### config.mk
export PLATFORM = sky130hd
export DESIGN_NAME = paddle_ctrl
export DESIGN_NICKNAME = d
export VERILOG_FILES = /design/src/rtl/paddle_ctrl.sv
export SDC_FILE = /design/constraint.sdc
export NUM_CORES = 1
export LEC_CHECK = 0
export ABC_AREA = 1
export CORE_MARGIN = 4
export CORE_UTILIZATION = 48
export CTS_CLUSTER_DIAMETER = 100
export DETAILED_ROUTE_END_ITERATION = 10
export MAX_ROUTING_LAYER = met4
export PLACE_DENSITY_LB_ADDON = 0.25
export SYNTH_ARGS = -nofsm -noshare
export SYNTH_HDL_FRONTEND = slang
export SYNTH_SLANG_ARGS = --single-unit
### constraint.sdc
create_clock -name clk -period 9.3 [get_ports clk]
set_input_delay 1.395 -clock clk [delete_from_list [all_inputs] [get_ports clk]]
set_output_delay 1.395 -clock clk [all_outputs]
set_load 0.005 [all_outputs]
### src/rtl/paddle_ctrl.sv
// Paddle motion and size controller: once per frame (rising vsync) moves the paddle with
// acceleration, runs the widen power-up FSM and clamps the paddle inside the playfield.
module paddle_ctrl #(
    parameter int unsigned LEFT        = 160,
    parameter int unsigned MAXX        = 320,
    parameter int unsigned PD_Y        = 464,
    parameter int unsigned R_NORM      = 24,
    parameter int unsigned R_WIDE      = 40,
    parameter int unsigned VMAX        = 4,
    parameter int unsigned WIDE_FRAMES = 600
) (
    input  logic       clk,
    input  logic       rst,
    input  logic       vsync,
    input  logic       btn_left,
    input  logic       btn_right,
    input  logic       widen_req,
    output logic [9:0] x,
    output logic [9:0] y,
    output logic [5:0] radius,
    output logic       wide
);

    localparam int unsigned TW = $clog2(WIDE_FRAMES + 1);

    typedef enum logic [1:0] {StNormal, StGrow, StHold, StShrink} state_e;
    typedef enum logic [1:0] {DirNone, DirLeft, DirRight} dir_e;

    state_e          state_q, state_d;
    dir_e            dir_q, dir_d, cur_dir;
    logic [TW-1:0]   timer_q, timer_d;
    logic [2:0]      speed_q, speed_d;
    logic [9:0]      x_q, x_d;
    logic [5:0]      radius_q, radius_d;
    logic            pending_q, pending_d;
    logic            vsync_d;
    logic            tick, pend;
    logic [10:0]     xp, lo, hi;

    assign tick   = vsync & ~vsync_d;
    assign pend   = pending_q | widen_req;
    assign x      = x_q;
    assign y      = 10'(PD_Y);
    assign radius = radius_q;
    assign wide   = (state_q != StNormal);

    always_comb begin
        cur_dir = DirNone;
        if (btn_left && !btn_right) begin
            cur_dir = DirLeft;
        end else if (btn_right && !btn_left) begin
            cur_dir = DirRight;
        end
    end

    always_comb begin
        state_d   = state_q;
        dir_d     = dir_q;
        timer_d   = timer_q;
        speed_d   = speed_q;
        x_d       = x_q;
        radius_d  = radius_q;
        pending_d = pend;
        xp        = {1'b0, x_q};
        lo        = '0;
        hi        = '0;

        if (tick) begin
            pending_d = 1'b0;
            dir_d     = cur_dir;

            if (cur_dir == DirNone || cur_dir != dir_q) begin
                speed_d = (cur_dir == DirNone) ? 3'd0 : 3'd1;
            end else if (speed_q < 3'(VMAX)) begin
                speed_d = speed_q + 3'd1;
            end

            // x never sits closer than LEFT+R_NORM to zero, so the subtraction cannot wrap
            case (cur_dir)
                DirLeft:  xp = {1'b0, x_q} - {8'd0, speed_d};
                DirRight: xp = {1'b0, x_q} + {8'd0, speed_d};
                default:  xp = {1'b0, x_q};
            endcase

            unique case (state_q)
                StNormal: begin
                    if (pend) state_d = StGrow;
                end
                StGrow: begin
                    radius_d = radius_q + 6'd1;
                    if (radius_d == 6'(R_WIDE)) begin
                        state_d = StHold;
                        timer_d = TW'(WIDE_FRAMES);
                    end
                end
                StHold: begin
                    if (pend) begin
                        timer_d = TW'(WIDE_FRAMES);
                    end else begin
                        timer_d = timer_q - TW'(1);
                        if (timer_d == '0) state_d = StShrink;
                    end
                end
                StShrink: begin
                    // A new power-up resumes growth from wherever the shrink had got to
                    if (pend) begin
                        state_d = StGrow;
                    end else begin
                        radius_d = radius_q - 6'd1;
                        if (radius_d == 6'(R_NORM)) state_d = StNormal;
                    end
                end
                default: state_d = StNormal;
            endcase

            lo = 11'(LEFT) + {5'd0, radius_d};
            hi = 11'(LEFT + MAXX) - {5'd0, radius_d};
            if (xp < lo) begin
                x_d = lo[9:0];
            end else if (xp > hi) begin
                x_d = hi[9:0];
            end else begin
                x_d = xp[9:0];
            end
        end
    end

    always_ff @(posedge clk or posedge rst) begin
        if (rst) begin
            state_q   <= StNormal;
            dir_q     <= DirNone;
            timer_q   <= '0;
            speed_q   <= '0;
            x_q       <= 10'(LEFT + MAXX / 2);
            radius_q  <= 6'(R_NORM);
            pending_q <= 1'b0;
            vsync_d   <= 1'b0;
        end else begin
            state_q   <= state_d;
            dir_q     <= dir_d;
            timer_q   <= timer_d;
            speed_q   <= speed_d;
            x_q       <= x_d;
            radius_q  <= radius_d;
            pending_q <= pending_d;
            vsync_d   <= vsync;
        end
    end

endmodule

==> impl_metrics.py, run 1 <==
metrics = {
    "cts": {
        "cts.path.max_buffers": 2,
        "numCtsBuffers": 5,
        "clock_latency_ps": 300,
        "post_cts_buffers": 0,
        "path_clk_slew_ps": 80,
        "cts_num_sinks": 35,
        "cts-root-buf": "sky130_fd_sc_hd__clkbuf_8",
        "cts.repair.resized": 0,
        "post_cts_hold_buffer_count": 0,
        "tritoncts": "built",
        "htree_levels": 2,
    },
    "logic_synthesis": {
        "synth_top_area_share": 0.2189,
        "syn_area_per_cell_sq_um": 6.854,
        "synthCells": 517,
        "post_synth_edffs": 0,
        "synth-seq-cells": 35,
        "postSynth.topFlopCell": "sky130_fd_sc_hd__dfrtp_1",
        "synth.top_cells.by_area": "sky130_fd_sc_hd__dfrtp_1 22%, sky130_fd_sc_hd__ha_1 13%, sky130_fd_sc_hd__nand2_1 13%",
        "seq_area_frac_synth": 0.2486,
        "netlist_top_cells_count": "126 x sky130_fd_sc_hd__nand2_1, 83 x sky130_fd_sc_hd__inv_1, 39 x sky130_fd_sc_hd__nand3_1, 38 x sky130_fd_sc_hd__ha_1, 33 x sky130_fd_sc_hd__nor2_1",
        "post-synth-top-count-cell": "sky130_fd_sc_hd__nand2_1",
        "syn-cell-area_sq_mm": 0.003543,
        "async_reset_ff_frac": 1.000,
        "synth_top_cell_by_area": "sky130_fd_sc_hd__dfrtp_1",
        "post_synth_cell_types": 42,
        "yosys_warn_count": 0,
    },
    "floorplanning": {
        "fp.dieW_microns": 93.92,
        "placementRows": 31,
        "floorplan.core_area_sq_mm": 0.007214,
        "ios": 33,
        "die_h_microns": 93.92,
        "die_area_sq_mm": 0.008821,
        "floorplan.initialDensity": 0.4912,
    },
    "drt": {
        "detail_route.first_pass.iterations": 4,
        "dr_total_vias": 3207,
        "detail-route-antenna-nets": 0,
        "route.detailed.vias_per_inst": 5.027,
        "postRouteWirelength_microns": 8146,
        "detailedRoute.firstIterationViolations": 177,
        "routed_wire_length_per_instance_microns": 12.77,
        "remaining_drc_errors": 0,
    },
    "sta": {
        "slew_at_the_pin_closest_to_its_max_slew_limit_ps": 740.1,
        "timing.final.max_slew_violations": 0,
        "final.setup.worst_slack_ps": 2559,
        "fin_skew_ps": 6.019,
        "tightest_slew_margin_relative_to_the_limit": 0.5066,
        "setup_violations": 0,
        "unrepaired_setup_endpoints_after_global_routing": "no",
        "achievable-frequency_mhz": 148.3,
        "finalHoldViolations": 0,
        "min_period_over_period": 0.7249,
        "clock_period_minus_final_worst_setup_slack_ps": 6741,
        "fin_setup_tns_ps": 0,
    },
    "placement": {
        "placement_stage_cell_area_sq_mm": 0.003810,
        "globalplace.congestion": 0.9049,
        "place_worst_setup_slack_ps": 2289,
        "dp_hpwl_microns": 6410,
        "portBuffers": 22,
    },
    "power": {
        "switching_share": 0.5253,
        "cellInternalPower_w": 0.0007030,
        "total_switching_power_w": 0.0007778,
        "portion_of_total_power_attributed_to_the_clock_network": 0.083,
        "power.share.sequential": 0.193,
        "static-leakage-power_nw": 2.019,
        "power.ir.vdd_worst_uv": 167.4,
        "power-per-cell-area_mw_per_mm2": 378.8,
        "power.share.combinational": 0.725,
    },
    "global_routing": {
        "grtUsageTotal": 0.2057,
        "globalRoute.totalOverflow": 0,
        "grt_start_max_net_pins": 36,
        "global_route_wire_length_before_repair_microns": 14190,
        "number_of_global_route_vias_before_repair": 3105,
        "antenna_found_initial": 0,
    },
    "layout": {
        "finish.net_count": 583,
        "antenna_cells": 0,
        "postLayoutCellArea_sq_mm": 0.003909,
        "layout-drive-gt1-share": 0.08905,
        "layout-area-overhead-vs-synth_pct": 10.31,
        "layout.core_utilization": 0.5418,
    },
    "setup_path": {
        "worst_path_max_delay_cell": "sky130_fd_sc_hd__nor2_1",
        "critPathRequiredTime_ps": 9490,
        "cp_max_fo": 12,
        "crit_path_category": "in2reg",
        "endpoint_kind": "flop",
        "crit_top_cell": "sky130_fd_sc_hd__nand2_1",
        "slowest_delay_ps": 510,
        "setup.worst_path.start_class": "primary input",
        "critPathArrivalTime_ps": 6930,
    },
    "job": {
        "max-cap-violations": 0,
    },
    "outcome": {
        "run_status": "finished clean",
    },
    "worst_hold_path": {
        "hold_path.class": "reg2reg",
    },
}
==> cells in the final DEF, fill, tap and decap left out, drive strengths merged <==
cell             n
dfstp            4
nor3             5
conb            10
mux2i            2
nand3b           6
buf              2
clkinv           1
xor2            16
dfrtp           31
inv             88
o21a             1
o31ai            2
clkdlybuf4s50   22
clkbuf           6
o22ai            2
clkinvlp         1
o211ai           2
nand2          133
a31oi            3
o21ai           40
nor2            38
a21o             1
or2              6
a21oi           23
nand4            6
a211oi           2
fa               1
xnor2            1
nand3           46
ha              38
==> per-stage QoR <==
stage	power [W]	hold WS (ps)	cells
CTS	0.001488	523.4	638
global placement	0.001319	493.6	630
global route	0.001666	549.5	638
finish	0.001481	515.5	638
floorplan	0.001092	478.8	525
detailed placement	0.001347	504.3	630
==> area by class of cell <==
| cell class | instances | area (sq um) |
|---|---|---|
| Fill cell | 719 | 3306 |
| Multi-Input combinational cell | 384 | 2237 |
| Sequential cell | 35 | 880.8 |
| Inverter | 88 | 332.8 |
| Timing Repair Buffer | 24 | 235.2 |
| Tap cell | 99 | 123.9 |
| Clock buffer | 6 | 82.58 |
| Clock inverter | 2 | 16.27 |
==> metal layers <==
metal / GRT usage / up-vias / share of wire
li1: - / 1685 / -
met2: 0.3477 / 51 / 0.48
met1: 0.2595 / 1462 / 0.48
met4: 0.05897 / 0 / 0.014
met5: - / - / 0
met3: 0.02484 / 9 / 0.026
==> cell families (layout without fill, tap and decap cells) <==
family	Yosys count	after routing	synth area share
flops	35	35	0.2486
other cells	2	10	0.002119
compound gates	76	76	0.1201
mux	2	2	0.005650
xor+xnor	17	17	0.04202
simple gates	240	240	0.3132
fa+ha+maj	39	39	0.1398
buf+inv	106	120	0.1285
==> path summary, 6_finish.rpt <==
kind,startpoint,end,slack (ps),depth (start not counted)
worst max-delay path,btn_left,x[0],2560,30
worst min-delay path,timer_q[9],timer_q[9],520,1
worst max register to register,dir_q[0],x[0],4440,27
worst min register to register,timer_q[9],timer_q[9],520,1
max in group asynchronous,rst,x[8],7460,3
min in group asynchronous,rst,dir_q[0],1490,3
==> sequential cells by signal (all words and copies together) (netlist names) <==
register,cells
timer_q,10
state_q,2
x,10
dir_q,2
speed_q,3
pending_q,1
radius,6
vsync_d,1
==> power by group through the flow <==
stage | Clock, W | Combinational (W) | Sequential [W]
after global routing | 0.000133 | 0.00124 | 0.000297
after CTS | 0.000127 | 0.00108 | 0.000285
after detailed placement | 0 | 0.00106 | 0.000288
final | 0.000122 | 0.00107 | 0.000285
after floorplan | 0 | 0.000822 | 0.000270
after global placement | 0 | 0.00103 | 0.000286
==> worst max-delay path, delay by kind of cell <==
| kind | cells | cell delay, ps |
|---|---|---|
| buffers and inverters | 5 | 860 |
| and+or+nand+nor | 15 | 2180 |
| adders and majority gates | 5 | 1570 |
| AOI/OAI and AO/OA | 5 | 910 |
Note: power is estimated with default switching activity, not from simulation.
==> run 2, diff against run 1 <==
==> constraint.sdc (replaced) <==
create_clock -name clk -period 6.8 [get_ports clk]
set_input_delay 1.02 -clock clk [delete_from_list [all_inputs] [get_ports clk]]
set_output_delay 1.02 -clock clk [all_outputs]
set_load 0.005 [all_outputs]
==> impl_metrics.py, run 2 (synthesis gave the netlist of run 1 again) <==
metrics = {
    "setup_path": {
        "worst_path_max_delay_cell": "sky130_fd_sc_hd__clkdlybuf4s50_1",
        "crit_path_category": "in2reg",
        "critical_path_buf_inv_count": 6,
        "critPathArrivalTime_ps": 6270,
        "setup.worst_path.start_class": "primary input",
        "endpoint_kind": "flop",
        "critPathTopFamily": "adder cells",
        "crit_top_cell": "sky130_fd_sc_hd__nand2_1",
        "critPathRequiredTime_ps": 6970,
        "cp_max_fo": 12,
        "slowest_delay_ps": 480,
    },
    "layout": {
        "final_cell_mix": "126 x sky130_fd_sc_hd__nand2_1, 83 x sky130_fd_sc_hd__inv_1, 39 x sky130_fd_sc_hd__nand3_1",
        "antenna_cells": 0,
        "seq_area_sq_um": 880.8,
        "layout-drive-gt1-share": 0.09074,
        "finish.net_count": 584,
        "multi_input_comb_area_sq_mm": 0.002237,
        "postLayoutCellArea_sq_mm": 0.003916,
        "leading_cell_type_in_the_layout_fill_and_taps_excluded": "sky130_fd_sc_hd__nand2_1",
        "fillerInstances": 711,
        "layout-area-overhead-vs-synth_pct": 10.52,
    },
    "drt": {
        "detailedRoute.firstIterationViolations": 149,
        "postRouteWirelength_microns": 7653,
        "routed_wire_length_per_instance_microns": 11.98,
        "dr_total_vias": 3163,
        "remaining_drc_errors": 0,
        "route.detailed.vias_per_inst": 4.950,
        "detail-route-antenna-nets": 0,
        "detail_route.first_pass.iterations": 4,
    },
    "global_routing": {
        "antenna_found_initial": 0,
        "global_route_wire_length_before_repair_microns": 13250,
        "globalRoute.totalOverflow": 0,
        "grt_start_max_net_pins": 36,
        "number_of_global_route_vias_before_repair": 2924,
        "grtUsageTotal": 0.1908,
    },
    "floorplanning": {
        "die_area_sq_mm": 0.008821,
        "die_h_microns": 93.92,
        "floorplan.initialDensity": 0.4912,
        "fp.dieW_microns": 93.92,
        "floorplan.core_area_sq_mm": 0.007214,
        "placementRows": 31,
        "ios": 33,
    },
    "placement": {
        "globalplace.congestion": 0.9110,
        "dp_hpwl_microns": 6128,
        "placement_stage_cell_area_sq_mm": 0.003817,
        "place_worst_setup_slack_ps": 511.3,
        "portBuffers": 22,
    },
    "sta": {
        "finalHoldViolations": 0,
        "timing.final.max_slew_violations": 0,
        "min_period_over_period": 0.8964,
        "fin_skew_ps": 11.79,
        "slew_at_the_pin_closest_to_its_max_slew_limit_ps": 678.0,
        "achievable-frequency_mhz": 164.1,
        "final.setup.worst_slack_ps": 704.3,
        "setup_violations": 0,
        "tightest_slew_margin_relative_to_the_limit": 0.5480,
        "fin_setup_tns_ps": 0,
        "clock_period_minus_final_worst_setup_slack_ps": 6096,
        "unrepaired_setup_endpoints_after_global_routing": "no",
    },
    "cts": {
        "numCtsBuffers": 5,
        "post_cts_hold_buffer_count": 0,
        "clock_latency_ps": 300,
        "path_clk_slew_ps": 80,
        "cts.repair.resized": 0,
        "tritoncts": "built",
        "htree_levels": 2,
        "cts.path.max_buffers": 2,
        "post_cts_buffers": 0,
        "cts-root-buf": "sky130_fd_sc_hd__clkbuf_8",
        "cts_num_sinks": 35,
    },
    "power": {
        "power_consumption_w": 0.002004,
        "power-per-cell-area_mw_per_mm2": 511.8,
        "static-leakage-power_nw": 2.024,
        "power.ir.vdd_worst_uv": 224.9,
    },
    "outcome": {
        "run_status": "finished clean",
    },
    "job": {
        "max-cap-violations": 0,
    },
    "worst_hold_path": {
        "hold_path.class": "reg2reg",
    },
}
-- run 2: cell types whose count changed in the layout (fill, tap and decap cells not counted) --
cell	before	now
sky130_fd_sc_hd__buf_4	2	3
-- run 2: routing by layer --
layer | global-route usage | up-vias | share of wire
met2 | 0.3069 | 56 | 0.46
met3 | 0.03045 | 10 | 0.027
met4 | 0.05535 | 0 | 0.015
met1 | 0.2488 | 1418 | 0.50
met5 | - | - | 0
li1 | - | 1679 | -
-- run 2: final cells by class --
cell class,instances,share of cell area
clock buffer,6,0.02109
clock inverter,2,0.004153
inverter,88,0.08498
multi-input combinational,384,0.5712
sequential,35,0.2249
tap,99,0.03163
timing repair buffer,25,0.06198
-- run 2: report_power, final --
group / leakage, nW / switching, W / internal (W) / total (W)
Combinational: 1.55 / 0.000860 / 0.000584 / 0.00144
Clock: 0.0474 / 0.0000884 / 0.0000829 / 0.000171
Sequential: 0.423 / 0.0000915 / 0.000297 / 0.000389
-- run 2: path summary, 6_finish.rpt --
path,slack (ps),cells past startpoint,startpoint,end
min in group asynchronous,1120,3,rst,dir_q[0]
min,520,1,timer_q[9],timer_q[9]
max reg2reg,2240,30,dir_q[0],x[3]
max,700,33,btn_left,x[3]
min reg2reg,520,1,timer_q[9],timer_q[9]
max in group asynchronous,5320,3,rst,x[6]
-- run 2: per-stage QoR --
stage / hold WS (ps) / std cells / util
after floorplan: 478.8 / 525 / -
after global placement: 493.7 / 631 / 0.5291
after detailed placement: 503.4 / 631 / 0.5291
after CTS: 523.6 / 639 / 0.5428
after global routing: 554.6 / 639 / 0.5428
final: 518.8 / 639 / 0.5428
